**src/rtl/fetch_ctrl_if.sv**
```systemverilog
// Fetch sequencer control/status bundle between the core (master) and fetch_ctrl (slave).
// instr_count exists only when FETCH_COUNT_EN is defined.
interface fetch_ctrl_if #(
   parameter int A = 10
) ();
   logic         start;
   logic         stall;
   logic         halt;
   logic         jump_en;
   logic [A-1:0] jump_target;
   logic         branch_taken;
   logic [A-1:0] branch_offset;
   logic [A-1:0] instr_address;
   logic         running;
   logic         done;
   logic         wrap_err;
`ifdef FETCH_COUNT_EN
   logic [31:0]  instr_count;
`endif

   modport master (
      output start, stall, halt, jump_en, jump_target, branch_taken, branch_offset,
      input  instr_address, running, done, wrap_err
`ifdef FETCH_COUNT_EN
      , input instr_count
`endif
   );

   modport slave (
      input  start, stall, halt, jump_en, jump_target, branch_taken, branch_offset,
      output instr_address, running, done, wrap_err
`ifdef FETCH_COUNT_EN
      , output instr_count
`endif
   );
endinterface

```
**src/rtl/fetch_ctrl.sv**
```systemverilog
// Program counter and IDLE/RUN/DONE fetch sequencer feeding a combinational instruction ROM.
// Optional retired-instruction counter enabled by defining FETCH_COUNT_EN.
module fetch_ctrl #(
   parameter int           A          = 10,
   parameter logic [A-1:0] START_ADDR = {A{1'b0}}
) (
   input  logic       clk,
   input  logic       reset,
   fetch_ctrl_if.slave bus
);
   localparam logic [1:0] ST_IDLE = 2'd0;
   localparam logic [1:0] ST_RUN  = 2'd1;
   localparam logic [1:0] ST_DONE = 2'd2;

   localparam logic [A-1:0] PC_MAX = {A{1'b1}};
   localparam logic [A-1:0] PC_ONE = {{(A-1){1'b0}}, 1'b1};

   logic [1:0]   state_q, state_d;
   logic [A-1:0] pc_q, pc_d;
   logic         running_q, running_d;
   logic         done_q, done_d;
   logic         wrap_err_q, wrap_err_d;
   logic         launch_s;
   logic         retire_s;

   // Next-state and next-PC selection; in RUN exactly one PC source wins per edge.
   always_comb begin
      state_d    = state_q;
      pc_d       = pc_q;
      wrap_err_d = wrap_err_q;
      launch_s   = 1'b0;
      retire_s   = 1'b0;
      case (state_q)
         ST_IDLE: begin
            if (bus.start) begin
               state_d  = ST_RUN;
               pc_d     = START_ADDR;
               launch_s = 1'b1;
            end else begin
               state_d = ST_IDLE;
            end
         end
         ST_RUN: begin
            if (bus.stall) begin
               pc_d = pc_q;
            end else if (bus.halt) begin
               state_d  = ST_DONE;
               retire_s = 1'b1;
            end else if (bus.jump_en) begin
               pc_d     = bus.jump_target;
               retire_s = 1'b1;
            end else if (bus.branch_taken) begin
               pc_d     = pc_q + bus.branch_offset;
               retire_s = 1'b1;
            end else if (pc_q == PC_MAX) begin
               // Sequential fall-off the top of the ROM ends the program rather than wrapping.
               state_d    = ST_DONE;
               wrap_err_d = 1'b1;
               retire_s   = 1'b1;
            end else begin
               pc_d     = pc_q + PC_ONE;
               retire_s = 1'b1;
            end
         end
         ST_DONE: begin
            if (bus.start) begin
               state_d    = ST_RUN;
               pc_d       = START_ADDR;
               wrap_err_d = 1'b0;
               launch_s   = 1'b1;
            end else begin
               state_d = ST_DONE;
            end
         end
         default: begin
            state_d    = ST_IDLE;
            pc_d       = START_ADDR;
            wrap_err_d = 1'b0;
         end
      endcase
      running_d = (state_d == ST_RUN);
      done_d    = (state_d == ST_DONE);
   end

   // Sequencer state and registered status flags.
   always_ff @(posedge clk) begin
      if (reset) begin
         state_q    <= ST_IDLE;
         pc_q       <= START_ADDR;
         running_q  <= 1'b0;
         done_q     <= 1'b0;
         wrap_err_q <= 1'b0;
      end else begin
         state_q    <= state_d;
         pc_q       <= pc_d;
         running_q  <= running_d;
         done_q     <= done_d;
         wrap_err_q <= wrap_err_d;
      end
   end

   assign bus.instr_address = pc_q;
   assign bus.running       = running_q;
   assign bus.done          = done_q;
   assign bus.wrap_err      = wrap_err_q;

`ifdef FETCH_COUNT_EN
   logic [31:0] count_q, count_d;

   // Saturating retired-instruction count, cleared on every launch.
   always_comb begin
      if (launch_s) begin
         count_d = 32'd0;
      end else if (retire_s && (count_q != 32'hFFFF_FFFF)) begin
         count_d = count_q + 32'd1;
      end else begin
         count_d = count_q;
      end
   end

   // Retired-instruction counter register.
   always_ff @(posedge clk) begin
      if (reset) begin
         count_q <= 32'd0;
      end else begin
         count_q <= count_d;
      end
   end

   assign bus.instr_count = count_q;
`else
   logic unused_s;
   assign unused_s = launch_s ^ retire_s;
`endif
endmodule

```
**src/flat_wrapper.sv**
```systemverilog
// flat-port wrapper written by rule: the top's interface ports become plain ports
module fetch_ctrl_flat 
#(
   parameter int           A          = 10,
   parameter logic [A-1:0] START_ADDR = {A{1'b0}}
)
  (clk, reset, bus_start, bus_stall, bus_halt, bus_jump_en, bus_jump_target, bus_branch_taken, bus_branch_offset, bus_instr_address, bus_running, bus_done, bus_wrap_err);
  fetch_ctrl_if #(.A(A)) bus_i ();
  input  logic clk;
  input  logic reset;
  input wire logic [$bits(bus_i.start)-1:0] bus_start;
  input wire logic [$bits(bus_i.stall)-1:0] bus_stall;
  input wire logic [$bits(bus_i.halt)-1:0] bus_halt;
  input wire logic [$bits(bus_i.jump_en)-1:0] bus_jump_en;
  input wire logic [$bits(bus_i.jump_target)-1:0] bus_jump_target;
  input wire logic [$bits(bus_i.branch_taken)-1:0] bus_branch_taken;
  input wire logic [$bits(bus_i.branch_offset)-1:0] bus_branch_offset;
  output wire logic [$bits(bus_i.instr_address)-1:0] bus_instr_address;
  output wire logic [$bits(bus_i.running)-1:0] bus_running;
  output wire logic [$bits(bus_i.done)-1:0] bus_done;
  output wire logic [$bits(bus_i.wrap_err)-1:0] bus_wrap_err;
  assign bus_i.start = bus_start;
  assign bus_i.stall = bus_stall;
  assign bus_i.halt = bus_halt;
  assign bus_i.jump_en = bus_jump_en;
  assign bus_i.jump_target = bus_jump_target;
  assign bus_i.branch_taken = bus_branch_taken;
  assign bus_i.branch_offset = bus_branch_offset;
  assign bus_instr_address = bus_i.instr_address;
  assign bus_running = bus_i.running;
  assign bus_done = bus_i.done;
  assign bus_wrap_err = bus_i.wrap_err;
  fetch_ctrl #(.A(A), .START_ADDR(START_ADDR)) u_core (.clk(clk), .reset(reset), .bus(bus_i));
endmodule
```
**config.mk**
```make
export PLATFORM = sky130hd
export DESIGN_NAME = fetch_ctrl_flat
export DESIGN_NICKNAME = d
export VERILOG_FILES = /design/src/rtl/fetch_ctrl_if.sv /design/src/rtl/fetch_ctrl.sv /design/src/flat_wrapper.sv
export SDC_FILE = /design/constraint.sdc
export NUM_CORES = 1
export LEC_CHECK = 0
export ABC_AREA = 1
export BUFFER_PORTS_ARGS = -buffer_cell sky130_fd_sc_hd__buf_2
export CAP_MARGIN = 10
export CORE_UTILIZATION = 55
export CTS_BUF_LIST = sky130_fd_sc_hd__clkbuf_4 sky130_fd_sc_hd__clkbuf_8 sky130_fd_sc_hd__clkbuf_16
export DETAILED_ROUTE_END_ITERATION = 6
export GPL_ROUTABILITY_DRIVEN = 0
export PLACE_DENSITY = 0.85
export SLEW_MARGIN = 20
export SYNTH_ARGS = -nofsm -noshare
export SYNTH_HDL_FRONTEND = slang
export SYNTH_SLANG_ARGS = --single-unit
```
**constraint.sdc**
```tcl
create_clock -name clk -period 2.58 [get_ports clk]
set_input_delay 0.258 -clock clk [delete_from_list [all_inputs] [get_ports clk]]
set_output_delay 0.258 -clock clk [all_outputs]
set_load 0.01 [all_outputs]
```
==> qor.yml <==
status:
  status: "complete, no violations"
power:
  power_switching_uw: 195
  internal-power_uw: 378
  pwr-share-clk: 0.274
  p_seq_frac: 0.441
  switching_share: 0.340
  total_power_uw: 573
  peakVddDrop_mv: 0.369
  p_per_area_mw_per_mm2: 367
  cellLeakagePower_nw: 0.839
  combinationalPowerShare: 0.285
critical_path:
  worstSetupPathType: "flip-flop to flip-flop"
  end_kind: "flip-flop"
  cp.arrival_ns: 1.91
  cp-start-kind: "flip-flop"
  cp.required_ns: 2.76
  critPathMaxFanout: 6
sta:
  fmax_mhz: 576
  timing.setup.tns_ns: 0
  slew_viol_final: 0
  worstMarginPinSlew_ns: 0.496
  finalClockSkew_ns: 0.00122
  setup_violations: 0
  period_share: 0.673
  hold_viol_final: 0
  period_minus_slack_ns: 1.74
  rsz0062_at_grt: "false"
  slew_headroom: 0.669
grt:
  grt.total_usage: 0.286
  grt_pass1_wl_mm: 5.55
  antenna_found_initial: 0
  grt_remaining_overflow: 0
  grt_max_degree: 17
  grt_pass1_vias: 1256
layout:
  fillers: 221
  final_nets: 286
  drive_gt1_frac: 0.290
  fin_area_sq_mm: 0.00156
  area_growth_pct: 18.4
  n_antenna_cell: 0
routing:
  drc: 0
  met2WireLength_mm: 1.51
  dr.pass1.iters: 5
  via_per_inst: 5.10
  wire_per_inst_um: 11.7
  wl_met1_mm: 1.47
  totalWireLength_mm: 3.23
  vias: 1408
  wl_met3_um: 223
  top_layer: "met4"
  antenna_left: 0
  drt-initial-drc-count: 29
clock_tree:
  post_cts_buffers: 0
  numCtsBuffers: 3
  holdBufCountCts: 0
  h-tree-depth: 1
  cts_resized: 0
  cts.sinks: 15
  cts_tree: "built"
  clk_latency_ns: 0.30
  clk_pin_slew_worst_paths_ns: 0.10
  ctsRootBufferMaster: "clkbuf_4"
  clk_path_buf_depth: 2
die:
  die_w_um: 51.0
  die_h_um: 51.0
  die_area_sq_mm: 0.00260
  initial_core_util: 0.590
  num_rows: 17
  coreArea_sq_mm: 0.00223
  ios: 40
synthesis:
  synthAdderAreaFrac: 0.101
  synthMuxAreaShare: 0
  synth-seq-cells: 15
  synth.most_common_cell: "nand2_1"
  async_flop_share: 0
  synth-compound-area-share: 0.146
  ys_warn_count: 0
  synth_edf_count: 0
  synth_top_family_by_area: "simple AND/OR/NAND/NOR gates"
  syn-cell-area_sq_mm: 0.00132
  synth.net_count: 245
  syn_avg_cell_area_sq_um: 6.34
  yosys.area.top_type: "dfxtp_1"
  ys_seq_area_frac: 0.228
  synth-xor-area-share: 0.0133
  synth_cell_types: 29
  synth_area_leaders: "dfxtp_1 (23%), nand2_1 (19%), ha_1 (8.5%)"
  synth_common_cells: "nand2_1 (65), nor2_1 (25), inv_1 (24)"
  yosys.area_share.simple: 0.422
  yosysTopAreaCellShare: 0.228
  synthFlopType: "dfxtp_1"
  syn-instance-count: 208
place:
  place_hpwl_mm: 2.51
  io_buffers: 39
  postPlaceCellArea_sq_mm: 0.00153
hold_path:
  min_path_type: "input pin to flip-flop"
job:
  max-cap-violations: 0
## critical path, cell delays in order (launching register included)
cell,delay [ns]
dfxtp_1,0.36
ha_1,0.38
a21oi_1,0.34
nor2_1,0.09
nor2_1,0.12
nand2_1,0.07
nand2_1,0.05
nand3_1,0.06
nand2_1,0.09
a21oi_2,0.05
## power groups by stage
stage / Clock, mW / Combinational [mW] / Sequential, mW
6_report: 0.157 / 0.163 / 0.253
3_3_place_gp: 0 / 0.161 / 0.257
2_1_floorplan: 0 / 0.109 / 0.260
5_1_grt: 0.173 / 0.184 / 0.254
3_5_place_dp: 0 / 0.163 / 0.258
4_1_cts: 0.161 / 0.164 / 0.252
## cell families (layout without fill, tap and decap cells)
group                      after synthesis  after routing
AOI/OAI and AO/OA                       26             26
xor gates and xnor gates                 2              2
adders and majority gates               10             10
buffers and inverters                   29             69
DFF                                     15             15
and+or+nand+nor                        126            126
## through the flow
| step | std cells | util | hold slack, ns | setup slack, ns |
|---|---|---|---|---|
| 4_1_cts | 276 | 0.699 | 0.267 | 0.874 |
| 2_1_floorplan | 208 | - | 0.320 | 0.862 |
| 3_5_place_dp | 272 | 0.686 | 0.501 | 0.682 |
| 5_1_grt | 276 | 0.699 | 0.289 | 0.732 |
| 6_report | 276 | 0.699 | 0.269 | 0.844 |
| 3_3_place_gp | 272 | 0.686 | 0.495 | 0.717 |
## per-layer routing
layer	vias up	GRT usage
met5	-	0
met4	0	0.0880
met3	5	0.0625
met2	49	0.474
met1	606	0.368
li1	748	-
## final cells by class
class / instances / area [sq um] / share of cell area
Clock buffer: 4 / 30.0 / 0.0192
Inverter: 25 / 93.8 / 0.0601
Multi-Input combinational cell: 164 / 900 / 0.576
Sequential cell: 15 / 300 / 0.192
Tap cell: 28 / 35.0 / 0.0224
Timing Repair Buffer: 40 / 203 / 0.130
## registers in the layout, indices dropped and copies added (netlist names)
register / flops
u_core.bus.running: 1
u_core.state_q: 2
u_core.bus.done: 1
u_core.bus.wrap_err: 1
u_core.bus.instr_address: 10
## layout by cell type (no fill, tap or decap), drive strengths merged, types with 2 or more instances in the layout
| cell type | n |
|---|---|
| nor2 | 26 |
| clkbuf | 4 |
| nand2 | 73 |
| nand3 | 19 |
| ha | 9 |
| buf | 40 |
| a21oi | 20 |
| inv | 25 |
| xor2 | 2 |
| a211oi | 2 |
| o21ai | 2 |
| nand4 | 2 |
| or2 | 3 |
| nor3 | 2 |
| dfxtp | 15 |
## path summary, 6_finish.rpt
path,startpoint,endpoint,slack (ns),depth (start not counted)
max,u_core.bus.instr_address[4],u_core.bus.instr_address[7],0.84,9
min,bus_start,u_core.state_q[1],0.27,3
max reg2reg,u_core.bus.instr_address[4],u_core.bus.instr_address[7],0.84,9
min reg2reg,u_core.bus.instr_address[0],u_core.bus.instr_address[0],0.52,2
Note: power is estimated with default switching activity, not from simulation.
